===== src/rtl/kernel_stream_sequencer.sv =====
// kernel_stream_sequencer: job-level controller for the 3x3 sliding-window kernel.
// Runs NUM_FRAMES frames per job. Each frame clears the kernel, streams exactly
// IMG_WIDHT*IMG_HEIGHT pixels into it and forwards the expected window results.
// Optional feature macro: SEQ_PIXEL_POS_EN adds dst_row/dst_col window-position outputs.
module kernel_stream_sequencer #(
    parameter int DATA_WIDHT    = 32,
    parameter int IMG_WIDHT     = 220,
    parameter int IMG_HEIGHT    = 220,
    parameter int KERNEL_SIZE   = 3,
    parameter int NUM_FRAMES    = 3,
    parameter int DRAIN_TIMEOUT = 1024
) (
    input  logic                                clk,
    input  logic                                rst,
    input  logic                                start,
    output logic                                busy,
    output logic                                done,
    output logic [1:0]                          err_flags,
    output logic [$clog2(NUM_FRAMES+1)-1:0]     frame_idx,
    input  logic [DATA_WIDHT-1:0]               src_data,
    input  logic                                src_valid,
    output logic                                src_ready,
    output logic                                krn_clr,
    output logic [DATA_WIDHT-1:0]               krn_data_in,
    output logic                                krn_valid_in,
    input  logic [DATA_WIDHT-1:0]               krn_data_out,
    input  logic                                krn_valid_out,
    output logic [DATA_WIDHT-1:0]               dst_data,
    output logic                                dst_valid
`ifdef SEQ_PIXEL_POS_EN
    ,
    output logic [$clog2(IMG_HEIGHT-KERNEL_SIZE+1)-1:0] dst_row,
    output logic [$clog2(IMG_WIDHT-KERNEL_SIZE+1)-1:0]  dst_col
`endif
);

    localparam int OUT_W = IMG_WIDHT - KERNEL_SIZE + 1;
    localparam int OUT_H = IMG_HEIGHT - KERNEL_SIZE + 1;
    localparam int N_IN  = IMG_WIDHT * IMG_HEIGHT;
    localparam int N_OUT = OUT_W * OUT_H;
    localparam int IN_W  = $clog2(N_IN + 1);
    localparam int OC_W  = $clog2(N_OUT + 1);
    localparam int TMO_W = $clog2(DRAIN_TIMEOUT + 1);
    localparam int FR_W  = $clog2(NUM_FRAMES + 1);

    localparam logic [IN_W-1:0]  N_IN_C       = IN_W'(N_IN);
    localparam logic [OC_W-1:0]  N_OUT_C      = OC_W'(N_OUT);
    localparam logic [TMO_W-1:0] TMO_C        = TMO_W'(DRAIN_TIMEOUT);
    localparam logic [FR_W-1:0]  LAST_FRAME_C = FR_W'(NUM_FRAMES - 1);

    typedef enum logic [2:0] {
        S_IDLE,
        S_CLEAR,
        S_FEED,
        S_DRAIN,
        S_NEXT,
        S_DONE
    } state_t;

    state_t                  state_q, state_d;
    logic [FR_W-1:0]         frame_q, frame_d;
    logic [IN_W-1:0]         in_cnt_q, in_cnt_d;
    logic [OC_W-1:0]         out_cnt_q, out_cnt_d;
    logic [TMO_W-1:0]        tmo_q, tmo_d;
    logic [1:0]              err_q, err_d;
    logic [DATA_WIDHT-1:0]   krn_data_q, krn_data_d;
    logic                    krn_valid_q, krn_valid_d;
    logic [DATA_WIDHT-1:0]   dst_data_q, dst_data_d;
    logic                    dst_valid_q, dst_valid_d;
    logic                    hs;
    logic                    fwd;

    assign src_ready    = (state_q == S_FEED);
    assign krn_clr      = (state_q == S_CLEAR);
    assign busy         = (state_q != S_IDLE);
    assign done         = (state_q == S_DONE);
    assign err_flags    = err_q;
    assign frame_idx    = frame_q;
    assign krn_data_in  = krn_data_q;
    assign krn_valid_in = krn_valid_q;
    assign dst_data     = dst_data_q;
    assign dst_valid    = dst_valid_q;

    // A pixel moves only in FEED; a result is forwarded only while the frame still expects one.
    assign hs  = src_ready && src_valid;
    assign fwd = krn_valid_out && (state_q inside {S_FEED, S_DRAIN, S_NEXT}) && (out_cnt_q < N_OUT_C);

    // Next-state logic: counters, error flags, datapath registers and FSM transitions.
    always_comb begin
        state_d     = state_q;
        frame_d     = frame_q;
        in_cnt_d    = in_cnt_q;
        out_cnt_d   = out_cnt_q;
        tmo_d       = '0;
        err_d       = err_q;
        krn_data_d  = krn_data_q;
        krn_valid_d = 1'b0;
        dst_data_d  = dst_data_q;
        dst_valid_d = 1'b0;

        if (hs) begin
            krn_valid_d = 1'b1;
            krn_data_d  = src_data;
            in_cnt_d    = in_cnt_q + IN_W'(1);
        end

        if (fwd) begin
            dst_valid_d = 1'b1;
            dst_data_d  = krn_data_out;
            out_cnt_d   = out_cnt_q + OC_W'(1);
        end

        if (krn_valid_out && !fwd) begin
            err_d[1] = 1'b1;
        end

        case (state_q)
            S_IDLE: begin
                if (start) begin
                    err_d   = '0;
                    frame_d = '0;
                    state_d = S_CLEAR;
                end
            end
            S_CLEAR: begin
                in_cnt_d  = '0;
                out_cnt_d = '0;
                state_d   = S_FEED;
            end
            S_FEED: begin
                if (hs && (in_cnt_d == N_IN_C)) begin
                    state_d = (out_cnt_q == N_OUT_C) ? S_NEXT : S_DRAIN;
                end
            end
            S_DRAIN: begin
                if (out_cnt_q == N_OUT_C) begin
                    state_d = S_NEXT;
                end else begin
                    tmo_d = krn_valid_out ? '0 : (tmo_q + TMO_W'(1));
                    if (tmo_d == TMO_C) begin
                        err_d[0] = 1'b1;
                        state_d  = S_NEXT;
                    end
                end
            end
            S_NEXT: begin
                if (frame_q == LAST_FRAME_C) begin
                    state_d = S_DONE;
                end else begin
                    frame_d = frame_q + FR_W'(1);
                    state_d = S_CLEAR;
                end
            end
            S_DONE: begin
                state_d = S_IDLE;
            end
            default: begin
                state_d = S_IDLE;
            end
        endcase
    end

    // State register; reset aborts any job in flight without a done pulse.
    always_ff @(posedge clk or posedge rst) begin
        if (rst) begin
            state_q     <= S_IDLE;
            frame_q     <= '0;
            in_cnt_q    <= '0;
            out_cnt_q   <= '0;
            tmo_q       <= '0;
            err_q       <= '0;
            krn_data_q  <= '0;
            krn_valid_q <= 1'b0;
            dst_data_q  <= '0;
            dst_valid_q <= 1'b0;
        end else begin
            state_q     <= state_d;
            frame_q     <= frame_d;
            in_cnt_q    <= in_cnt_d;
            out_cnt_q   <= out_cnt_d;
            tmo_q       <= tmo_d;
            err_q       <= err_d;
            krn_data_q  <= krn_data_d;
            krn_valid_q <= krn_valid_d;
            dst_data_q  <= dst_data_d;
            dst_valid_q <= dst_valid_d;
        end
    end

`ifdef SEQ_PIXEL_POS_EN
    localparam int ROW_W = $clog2(OUT_H);
    localparam int COL_W = $clog2(OUT_W);

    logic [ROW_W-1:0] row_q, row_d, dst_row_q, dst_row_d;
    logic [COL_W-1:0] col_q, col_d, dst_col_q, dst_col_d;

    assign dst_row = dst_row_q;
    assign dst_col = dst_col_q;

    // row_q/col_q hold the window position of the next result; it is latched alongside dst_data.
    always_comb begin
        row_d     = row_q;
        col_d     = col_q;
        dst_row_d = dst_row_q;
        dst_col_d = dst_col_q;
        if (state_q == S_CLEAR) begin
            row_d = '0;
            col_d = '0;
        end else if (fwd) begin
            dst_row_d = row_q;
            dst_col_d = col_q;
            if (col_q == COL_W'(OUT_W - 1)) begin
                col_d = '0;
                row_d = (row_q == ROW_W'(OUT_H - 1)) ? '0 : (row_q + ROW_W'(1));
            end else begin
                col_d = col_q + COL_W'(1);
            end
        end
    end

    // Position registers.
    always_ff @(posedge clk or posedge rst) begin
        if (rst) begin
            row_q     <= '0;
            col_q     <= '0;
            dst_row_q <= '0;
            dst_col_q <= '0;
        end else begin
            row_q     <= row_d;
            col_q     <= col_d;
            dst_row_q <= dst_row_d;
            dst_col_q <= dst_col_d;
        end
    end
`endif

endmodule


===== config.mk =====
export PLATFORM = sky130hd
export DESIGN_NAME = kernel_stream_sequencer
export DESIGN_NICKNAME = d
export VERILOG_FILES = /design/src/rtl/kernel_stream_sequencer.sv
export SDC_FILE = /design/constraint.sdc
export NUM_CORES = 1
export LEC_CHECK = 0
export CAP_MARGIN = 10
export CORE_AREA = 2 2 137 105
export DETAILED_ROUTE_END_ITERATION = 7
export DIE_AREA = 0 0 139 107
export GPL_TIMING_DRIVEN = 0
export PLACE_DENSITY = 0.67
export RECOVER_POWER = 100
export SETUP_SLACK_MARGIN = 0.4
export SKIP_CTS_REPAIR_TIMING = 1
export SYNTH_ARGS = -nofsm -noshare
export SYNTH_HDL_FRONTEND = slang
export SYNTH_SLANG_ARGS = --single-unit

===== constraint.sdc =====
create_clock -name clk -period 4.65 [get_ports clk]
set_input_delay 0.6975 -clock clk [delete_from_list [all_inputs] [get_ports clk]]
set_output_delay 0.6975 -clock clk [all_outputs]
set_load 0.05 [all_outputs]

==> metrics <==
crit path buf inv count 5; final layout net count 765; Fmax around 260 MHz; run status finished with violations; cells traversed along the worst timing path clkbuf_1 -> nand2b_1 -> nand2b_1 -> clkbuf_1 -> clkinv_1 -> clkbuf_1 -> dlygate4sd3_1; static leakage power about 3.4 nW; clock tree from TritonCTS yes; sequential fraction of the synthesis area a little over half; gate count after technology mapping 528; fin. max-slew vios 37; Total Power 5.51 mW; Area growth, synth to finish 43.3%; Total GRT Usage 17.6%; diode insertion count for antenna repair 0; Worst Path Required 3.95 ns; slew of the pin with the lowest slew margin about 1.7 ns; primary flip-flop cell chosen by synthesis mapping dfrtp_1; slowest stage cell on the critical path dlygate4sd3_1; number of distinct library cell variants in the gate-level netlist after synthesis between 50 and 60; count of synthesis-stage warnings from yosys 0; EDFF count, synth 0; count of max-cap constraint violations 1; maximum VDD drop 471 uV; Cell Pwr Density 722 mW/mm2; path category of the worst min-delay check reg -> reg; total number of H-tree levels 4; fraction of the cycle the final worst path needs 84.3%; post-synth top area cell dfrtp_1; post-synthesis cell area 0.00533 mm2; I/O pin cnt 143; violated checks capacitance limit, slew limit; data arrival at the endpoint of the critical path 3.22 ns; routed vias around 4,400; via count of the first global-routing pass 4,444; grt peak-use layer met2; met1 demand-to-capacity share in global routing 21.9%; die height 107 um; Starting Density 39.4%; longest individual stage delay on the worst path roughly 0.84 ns; initial antenna violation count 0; ranking of synthesized cells by area dfrtp_1 (54%), nand2_1 (8.9%), mux2_2 (7.0%); GP Congestion 0.816; critical path fanouts, max 10; RSZ-0062 raised after global routing false; first-pass iteration count of the detailed router 4; most instantiated library cell after synthesis nand2_1; layout cells sized above 1 10.7%; final count of negative-setup-slack endpoints 0; Crit path top cell by count clkbuf_1; global route total overflow 0; cell type group with the largest total delay on the critical path buffers and inverters; Syn Nets roughly 600; crit path launch type flip-flop; number of placed instances with taps included ~850; Clock Path Buffers 2; startpoint-to-endpoint class of the critical path reg -> out; largest net degree at the start of global routing 42; area of the die 0.0149 mm2; number of nets still failing antenna checks after routing 0; worst clock skew 0.00747 ns; Reg clk slew, reported paths 0.06 ns; filler-free cell count of the finished design 879; clock root buffer master clkbuf_16; synthesis-stage register bit count 116; R2R depth 8; Avg Inst Size Synth 10.1 um2; kind of end point of the critical path primary output; global routing usage on met2 a little under 30%; cell depth of the worst min-delay path 2; drt drc 0; area of the core about 0.014 mm2; detailed-placement wirelength estimate 9240 um; top-area cell type share of the netlist area a little over half; commonest cells in the netlist nand2_1 (126), dfrtp_1 (116), nor2_1 (43), mux2_2 (33), nand3_1 (22); Levels on crit path 7; slew margin rel. -16.7%; Num CTS Buffers 17; count of routing violations after the opening detailed-route iteration 312; number of clock sinks seen by CTS 116; DRT Wirelength 12,800 um; fin crit period 3.92 ns; number of endpoints with negative hold slack in the final report 0; num rows 37; Clk Latency, worst-skew pair 0.41 ns; proportion of register bits with asynchronous set or reset after synthesis 100%; floorplan die width about 140 um; first-pass GRT wire length 21,300 um; Port Buf Inserts between 100 and 150; Routed wire per std cell 14.5 um; met3 Resource Use GR 4.02%; Vias/cell ~5.0
-- state kept, by name, summed over array words and instances (netlist names) --
| name | cells |
|---|---|
| dst_data | 32 |
| krn_data_in | 32 |
| in_cnt_q | 16 |
| out_cnt_q | 16 |
| tmo_q | 11 |
| state_q | 3 |
| err_flags | 2 |
| frame_idx | 2 |
| dst_valid | 1 |
| krn_valid_in | 1 |
-- final cells by class --
class / instances / area [um2]
plain buffers: 22 / 97.6
multi-input cells: 376 / 2250
well taps: 175 / 219
inverters: 14 / 53.8
fillers: 1157 / 5880
clock buffers: 19 / 453
repair buffers: 144 / 1460
flip-flops and latches: 116 / 2900
clock inverters: 13 / 198
-- placed cells by master, fill, tap and decap left out, drive strengths merged, types with 3 or more instances in the layout --
master         instances
mux2                  33
nor2b                  4
a21oi                 12
nor3                   8
or4                    4
nand3                 22
nand2                126
dlygate4sd3           76
xnor2                 10
o31ai                  4
and4                   6
clkinv                 7
nor4                   4
and2                   4
dfrtp                116
nand2b                 4
bufinv                 4
mux2i                  4
nand4                  9
xor2                  16
buf                    4
clkbuf                39
o211ai                 3
clkdlybuf4s50         66
nor2                  43
or3                    5
and3                   5
o21ai                 11
inv                   15
ha                     5
-- layer usage --
| metal | share of wire, % | routed length (um) |
|---|---|---|
| met5 | 0 | 0 |
| met2 | 50 | 6370 |
| met3 | 4.5 | 577 |
| met4 | 1.8 | 227 |
| met1 | 44 | 5600 |
-- worst paths after layout --
kind                            slack, ns       startpoint               to
worst min register to register       0.47  krn_data_in[23]  krn_data_in[23]
max in group asynchronous            2.63              rst         tmo_q[8]
worst min-delay path                 0.47  krn_data_in[23]  krn_data_in[23]
worst max-delay path                 0.73       state_q[1]          krn_clr
min in group asynchronous            1.17              rst  krn_data_in[13]
worst max register to register       1.29       state_q[1]       state_q[1]
-- tightest hold or removal path, delay by kind of cell (launching register included) --
kind / cells / cell delay (ns)
flops: 1 / 0.33
simple gates: 2 / 0.11
-- cell families after synthesis --
logic type               share of synthesized area [%]
adder cells (fa/ha/maj)                           1.17
AND/OR/NAND/NOR                                   22.9
flip-flops                                        54.5
multiplexers                                      7.73
AO/OA/AOI/OAI                                     6.46
buffers and inverters                             2.94
XOR/XNOR                                          4.28
-- per-stage QoR --
step / util [%] / area [um2] / setup TNS [ns] / hold slack [ns] / setup WS (ns)
floorplan: - / 5330 / 0 / 0.469 / 0.880
global placement: 51.5 / 6970 / -83.21 / 0.458 / -0.721
detailed placement: 51.9 / 7010 / 0 / 0.461 / 1.33
CTS: 56.7 / 7660 / 0 / 0.476 / 0.867
global route: 56.5 / 7630 / 0 / 0.492 / 0.487
finish: 56.5 / 7630 / 0 / 0.468 / 0.729
-- power by group --
| part | leakage [nW] | internal [mW] | switching, mW |
|---|---|---|---|
| Combinational | 1.61 | 0.805 | 1.73 |
| Sequential | 1.47 | 1.36 | 0.193 |
| Clock | 0.320 | 0.935 | 0.483 |
No activity file was read; power rests on OpenSTA's default activity.
